$ cat src/rtl/scaled_add_sub_pipe.sv
// scaled_add_sub_pipe: pipelined add/sub for scaled fixed-point words.
// Word layout: {scale[SW-1:0], mantissa[MW-1:0]}, value = mantissa * 2^-scale.
// Pipeline: input capture -> align -> add -> normalise/pack (registered out).
//
// Handshake: a transfer happens on a rising edge where valid & ready are both
// high. The whole pipe moves on one global advance, adv = out_ready | ~out_valid.
// When adv is low every stage register (data and valid) holds, so bubbles are
// kept as-is. The source must hold in1/in2/sub/cin stable until accepted.
module scaled_add_sub_pipe #(
  parameter int W        = 16,
  parameter int SW       = 3,
  parameter int RENORM   = 1,
  parameter int SATURATE = 1
) (
  input  logic         clk,
  input  logic         rst,
  input  logic         in_valid,
  output logic         in_ready,
  input  logic         sub,
  input  logic         cin,
  input  logic [W-1:0] in1,
  input  logic [W-1:0] in2,
  output logic         out_valid,
  input  logic         out_ready,
  output logic [W-1:0] out,
  output logic         cout,
  output logic         invalid
);

  localparam int MW   = W - SW;
  localparam int IW   = MW + (1 << SW);
  // Largest renormalisation shift tried; only k = 0 when renormalising is off.
  localparam int KMAX = (RENORM != 0) ? ((1 << SW) - 1) : 0;

  // True when v is representable as an MW-bit signed number.
  function automatic logic fits_mw(input logic [IW-1:0] v);
    return (&v[IW-1:MW-1]) | ~(|v[IW-1:MW-1]);
  endfunction

  logic adv;

  assign adv      = out_ready | ~out_valid;
  // Reset clears out_valid on the reset edge, so ready is forced high meanwhile.
  assign in_ready = adv | rst;

  // ---------------- stage 0: operand capture ----------------
  logic         v0;
  logic [W-1:0] x1_q, x2_q;
  logic         sub0, cin0;

  // Capture the presented operands whenever the pipe advances.
  always_ff @(posedge clk) begin
    if (rst) begin
      v0   <= 1'b0;
      x1_q <= '0;
      x2_q <= '0;
      sub0 <= 1'b0;
      cin0 <= 1'b0;
    end else if (adv) begin
      v0   <= in_valid;
      x1_q <= in1;
      x2_q <= in2;
      sub0 <= sub;
      cin0 <= cin;
    end
  end

  // ---------------- stage 1: scale alignment ----------------
  logic [SW-1:0] sa, sb, s_max, d;
  logic [IW-1:0] ma, mb, a_al, b_al;

  // Bring both mantissas to the larger scale; the smaller-scale one is shifted
  // left by the scale difference. IW leaves room for the maximum shift.
  always_comb begin
    sa    = x1_q[W-1:MW];
    sb    = x2_q[W-1:MW];
    ma    = {{(IW-MW){x1_q[MW-1]}}, x1_q[MW-1:0]};
    mb    = {{(IW-MW){x2_q[MW-1]}}, x2_q[MW-1:0]};
    s_max = sa;
    d     = '0;
    a_al  = ma;
    b_al  = mb;
    if (sa >= sb) begin
      s_max = sa;
      d     = sa - sb;
      b_al  = mb << d;
    end else begin
      s_max = sb;
      d     = sb - sa;
      a_al  = ma << d;
    end
  end

  logic          v1;
  logic [IW-1:0] a1, b1;
  logic [SW-1:0] s1;
  logic          sub1, cin1;

  // Register aligned operands together with the common scale.
  always_ff @(posedge clk) begin
    if (rst) begin
      v1   <= 1'b0;
      a1   <= '0;
      b1   <= '0;
      s1   <= '0;
      sub1 <= 1'b0;
      cin1 <= 1'b0;
    end else if (adv) begin
      v1   <= v0;
      a1   <= a_al;
      b1   <= b_al;
      s1   <= s_max;
      sub1 <= sub0;
      cin1 <= cin0;
    end
  end

  // ---------------- stage 2: add / subtract ----------------
  logic [IW:0] sum;
  logic        ci;

  // a + b + cin for add, a + ~b + ~cin (= a - b - cin) for subtract.
  always_comb begin
    ci  = cin1 ^ sub1;
    sum = {1'b0, a1} + {1'b0, b1 ^ {IW{sub1}}} + {{IW{1'b0}}, ci};
  end

  logic          v2;
  logic [IW-1:0] r2;
  logic          c2;
  logic [SW-1:0] s2;

  // Register the IW-bit result, its carry-out and the scale.
  always_ff @(posedge clk) begin
    if (rst) begin
      v2 <= 1'b0;
      r2 <= '0;
      c2 <= 1'b0;
      s2 <= '0;
    end else if (adv) begin
      v2 <= v1;
      r2 <= sum[IW-1:0];
      c2 <= sum[IW];
      s2 <= s1;
    end
  end

  // ---------------- stage 3: normalise / pack ----------------
  logic          found;
  logic [SW-1:0] k_sel;
  logic [IW-1:0] sh, sh_sel;
  logic [MW-1:0] mant_n;
  logic [SW-1:0] scale_n;
  logic          inv_n;

  // Pick the smallest right shift k <= scale that makes the result fit; a zero
  // result fits at k = 0 and therefore keeps its scale.
  always_comb begin
    found  = 1'b0;
    k_sel  = '0;
    sh     = '0;
    sh_sel = r2;
    for (int k = 0; k <= KMAX; k++) begin
      sh = $signed(r2) >>> k;
      if (!found && (SW'(k) <= s2) && fits_mw(sh)) begin
        found  = 1'b1;
        k_sel  = SW'(k);
        sh_sel = sh;
      end
    end
    mant_n  = sh_sel[MW-1:0];
    scale_n = s2 - k_sel;
    inv_n   = 1'b0;
    if (!found) begin
      inv_n = 1'b1;
      if (SATURATE != 0) begin
        mant_n  = r2[IW-1] ? {1'b1, {(MW-1){1'b0}}} : {1'b0, {(MW-1){1'b1}}};
        scale_n = (RENORM != 0) ? '0 : s2;
      end else begin
        mant_n  = r2[MW-1:0];
        scale_n = s2;
      end
    end
  end

  // Output register; payload only reloads on a valid result so it stays stable.
  always_ff @(posedge clk) begin
    if (rst) begin
      out_valid <= 1'b0;
      out       <= '0;
      cout      <= 1'b0;
      invalid   <= 1'b0;
    end else if (adv) begin
      out_valid <= v2;
      if (v2) begin
        out     <= {scale_n, mant_n};
        cout    <= c2;
        invalid <= inv_n;
      end
    end
  end

endmodule
$ cat config.mk
export PLATFORM = sky130hd
export DESIGN_NAME = scaled_add_sub_pipe
export DESIGN_NICKNAME = d
export VERILOG_FILES = /design/src/rtl/scaled_add_sub_pipe.sv
export SDC_FILE = /design/constraint.sdc
export NUM_CORES = 1
export LEC_CHECK = 0
export CAP_MARGIN = 30
export CORE_UTILIZATION = 35
export CTS_CLUSTER_SIZE = 14
export DETAILED_ROUTE_END_ITERATION = 12
export GPL_ROUTABILITY_DRIVEN = 0
export MAX_ROUTING_LAYER = met4
export PLACE_DENSITY_LB_ADDON = 0.25
export RECOVER_POWER = 25
export SETUP_SLACK_MARGIN = 0.15
export SLEW_MARGIN = 20
export SYNTH_ARGS = -nofsm -noshare
export SYNTH_HDL_FRONTEND = slang
export SYNTH_SLANG_ARGS = --single-unit
$ cat constraint.sdc
create_clock -name clk -period 4.35 [get_ports clk]
set_input_delay 0.6525 -clock clk [delete_from_list [all_inputs] [get_ports clk]]
set_output_delay 0.6525 -clock clk [all_outputs]
set_load 0.03 [all_outputs]
==> flow_metrics.env <==
export IMPL_synth_area_per_cell_um2=7.38
export IMPL_async_flop_share=0
export IMPL_avgViaCountPerCell=5.38
export IMPL_finalCritPeriodShare=0.881
export IMPL_wl_per_cell_um=15.6
export IMPL_min_delay_path_class="flip-flop to flip-flop"
export IMPL_drtPass1Iterations=5
export IMPL_cts_sinks=126
export IMPL_drc=0
export IMPL_cts_root_buf="clkbuf_16"
export IMPL_yosysSeqAreaShare=0.312
export IMPL_relSlewSlack=-0.0261
export IMPL_crit_path_max_incr_delay_ps=650
export IMPL_yosys_area_top_type_share=0.312
export IMPL_drv_slew=77
export IMPL_cp_cell_sequence="inv_1, ha_1, or3b_2, a21oi_1, o21ai_0, nand2b_1, nor2_1, nor2_1, nand3_1, ha_1, inv_1, fa_1, xor2_1, xnor2_1, o21ai_0"
export IMPL_num_nets_final=1171
export IMPL_placed_cell_area_mm2=0.00881
export IMPL_cts_tree="yes"
export IMPL_design_power_total_w=0.00405
export IMPL_synth_edf_count=0
export IMPL_drv_cap=1
export IMPL_clk_pin_slew_worst_paths_ps=60
export IMPL_pwr_density_cell_mw_per_mm2=429
export IMPL_coreArea_mm2=0.0226
export IMPL_power_leakage_nw=3.99
export IMPL_grt_util_all_layers=0.196
export IMPL_status="complete, but fails checks"
export IMPL_die_area_mm2=0.0237
export IMPL_num_vias=7529
export IMPL_holdBufCountCts=0
export IMPL_path_buf_inv=2
export IMPL_mappedNetlistNets=1165
export IMPL_synth_distinct_cells=67
export IMPL_stdcell_area_mm2=0.00943
export IMPL_hold_viol=0
export IMPL_place_hpwl_um=15400
export IMPL_diodes=0
export IMPL_worst_path_dominant_cell_family="simple AND/OR/NAND/NOR gates"
export IMPL_worstMarginPinSlew_ps=1540
export IMPL_grt_remaining_overflow=0
export IMPL_wl_um=21800
export IMPL_start_kind="flip-flop"
export IMPL_dieHeight_um=154
export IMPL_setup_tns_ps=0
export IMPL_antenna_found_initial=0
export IMPL_start_util=0.357
export IMPL_ys_warn_count=0
export IMPL_finalSetupViolCount=0
export IMPL_crit_required_ps=4660
export IMPL_ant_nets=0
export IMPL_ios=58
export IMPL_arrival_ps=4140
export IMPL_finalCriticalPeriod_ps=3830
export IMPL_synth_area_leaders="dfxtp_1 31%, nand2_1 9.5%, a21oi_1 8.0%, nor2_1 4.8%, mux2i_1 4.7%"
export IMPL_drive_above_1_share=0.0691
export IMPL_grt_pass1_wl_um=36700
export IMPL_cts_resized=0
export IMPL_synthToLayoutAreaGrowth_pct=16.8
export IMPL_crit_path_top_delay_cell="nor2_1"
export IMPL_cts_path_max_buffers=2
export IMPL_syn_area_mm2=0.00808
export IMPL_htree_levels=4
export IMPL_failed_checks="capacitance limit, slew limit"
export IMPL_rsz0062_at_grt="false"
export IMPL_synthesis_instances=1095
export IMPL_fin_worst_skew_ps=9.84
export IMPL_clock_latency_ps=430
export IMPL_dieWidth_um=154
export IMPL_placementRows=55
export IMPL_grt_max_degree=77
export IMPL_ir_worst_vdd_mv=0.241
export IMPL_ys_flop_type="dfxtp_1"
export IMPL_yosysTopAreaCell="dfxtp_1"
export IMPL_crit_path_end_kind="flip-flop"
export IMPL_cts_buffers=17
export IMPL_ys_seq_elements=126
export IMPL_port_buffers=57
export IMPL_cts_setup_buffers=0
export IMPL_first_iter_violations=456
export IMPL_synth_most_common_cell="nand2_1"
export IMPL_synthTopCellsByCount="205 x nand2_1, 129 x a21oi_1, 126 x dfxtp_1"
export IMPL_cp_max_fo=13
export IMPL_grt_pass1_vias=7139
export IMPL_critPathKind="flip-flop to flip-flop"
export IMPL_clock_fmax_mhz=261
## cells in the final DEF (no fill, tap or decap), types with 4 or more instances in the layout
| cell | Yosys | routed |
|---|---|---|
| a22oi_1 | 9 | 9 |
| o221ai_1 | 4 | 4 |
| nor3_1 | 26 | 26 |
| inv_6 | 0 | 6 |
| nand2b_1 | 8 | 7 |
| o21ai_0 | 55 | 55 |
| a211o_1 | 5 | 5 |
| a21o_1 | 10 | 10 |
| a21oi_1 | 129 | 128 |
| xnor2_1 | 12 | 12 |
| nor2_1 | 104 | 104 |
| a211oi_1 | 19 | 19 |
| or3_1 | 6 | 6 |
| clkbuf_16 | 0 | 17 |
| nand4_1 | 6 | 6 |
| a31oi_1 | 7 | 7 |
| buf_4 | 1 | 16 |
| o21a_1 | 8 | 8 |
| nand3_1 | 24 | 24 |
| ha_1 | 27 | 27 |
| clkdlybuf4s50_1 | 0 | 36 |
| nor2b_1 | 11 | 10 |
| a311oi_1 | 9 | 9 |
| xor2_1 | 25 | 25 |
| nand2_1 | 205 | 205 |
| o22a_1 | 7 | 7 |
| mux2_2 | 6 | 6 |
| mux2i_1 | 38 | 38 |
| dfxtp_1 | 126 | 126 |
| o211ai_1 | 26 | 26 |
| o31ai_2 | 5 | 5 |
| inv_1 | 23 | 23 |
| o22ai_1 | 7 | 7 |
| and2_1 | 7 | 7 |
| dlygate4sd3_1 | 0 | 20 |
| fa_1 | 5 | 5 |
| and3_1 | 5 | 5 |
| nor4b_1 | 4 | 4 |
## power breakdown
| part | internal (W) | leakage [nW] | switching, W |
|---|---|---|---|
| registers | 0.00127 | 1.04 | 0.000175 |
| logic | 0.000467 | 2.65 | 0.000624 |
| clock network | 0.000944 | 0.302 | 0.000567 |
| total | 0.00268 | 3.99 | 0.00137 |
## final timing paths
check        slack [ps]    from  cells past startpoint      end
min                 450    cout                      2     cout
min reg2reg         450    cout                      2     cout
max reg2reg         520  r2[20]                     15  out[15]
max                 520  r2[20]                     15  out[15]
## layer usage
| metal | vias to the layer above | track usage | part of all wire |
|---|---|---|---|
| met2 | 176 | 0.307 | 0.46 |
| met4 | 0 | 0.0590 | 0.016 |
| met5 | - | - | 0 |
| met3 | 27 | 0.0395 | 0.035 |
| li1 | 3870 | - | - |
| met1 | 3456 | 0.253 | 0.49 |
## worst min-delay path: stages, from the launching register on
cell and delay (ps):
dfxtp_1 310, nand2_1 50, a21oi_1 50
## stage by stage
step	util	hold WS [ps]	cells	worst slack, ps
3_5_place_dp	0.389	446	1367	569
6_report	0.417	455	1399	517
4_1_cts	0.417	446	1399	557
5_1_grt	0.417	465	1399	175
2_1_floorplan	-	432	1095	880
3_3_place_gp	0.388	442	1366	697
## sequential cells by signal, summed over array words and instances (netlist names), 3 cells and up
signal  flops
r2         21
a1         20
b1         20
out        16
x1_q       16
x2_q       16
s1          3
s2          3
## cells by family after synthesis
family | after synthesis | share of synthesized area
AND/OR/NAND/NOR | 422 | 0.230
AO/OA/AOI/OAI | 321 | 0.252
flip-flops | 126 | 0.312
buffers and inverters | 113 | 0.0561
multiplexers | 44 | 0.0555
XOR/XNOR | 37 | 0.0401
adder cells (fa/ha/maj) | 32 | 0.0542
## final cells by class
type,count,area [µm²]
clock buffers,19,453
clock inverters,13,175
fillers,2394,13200
inverters,24,90.1
multi-input cells,856,5120
flip-flops and latches,126,2520
well taps,285,357
repair buffers,76,714
(Power assumes the default switching activity.)
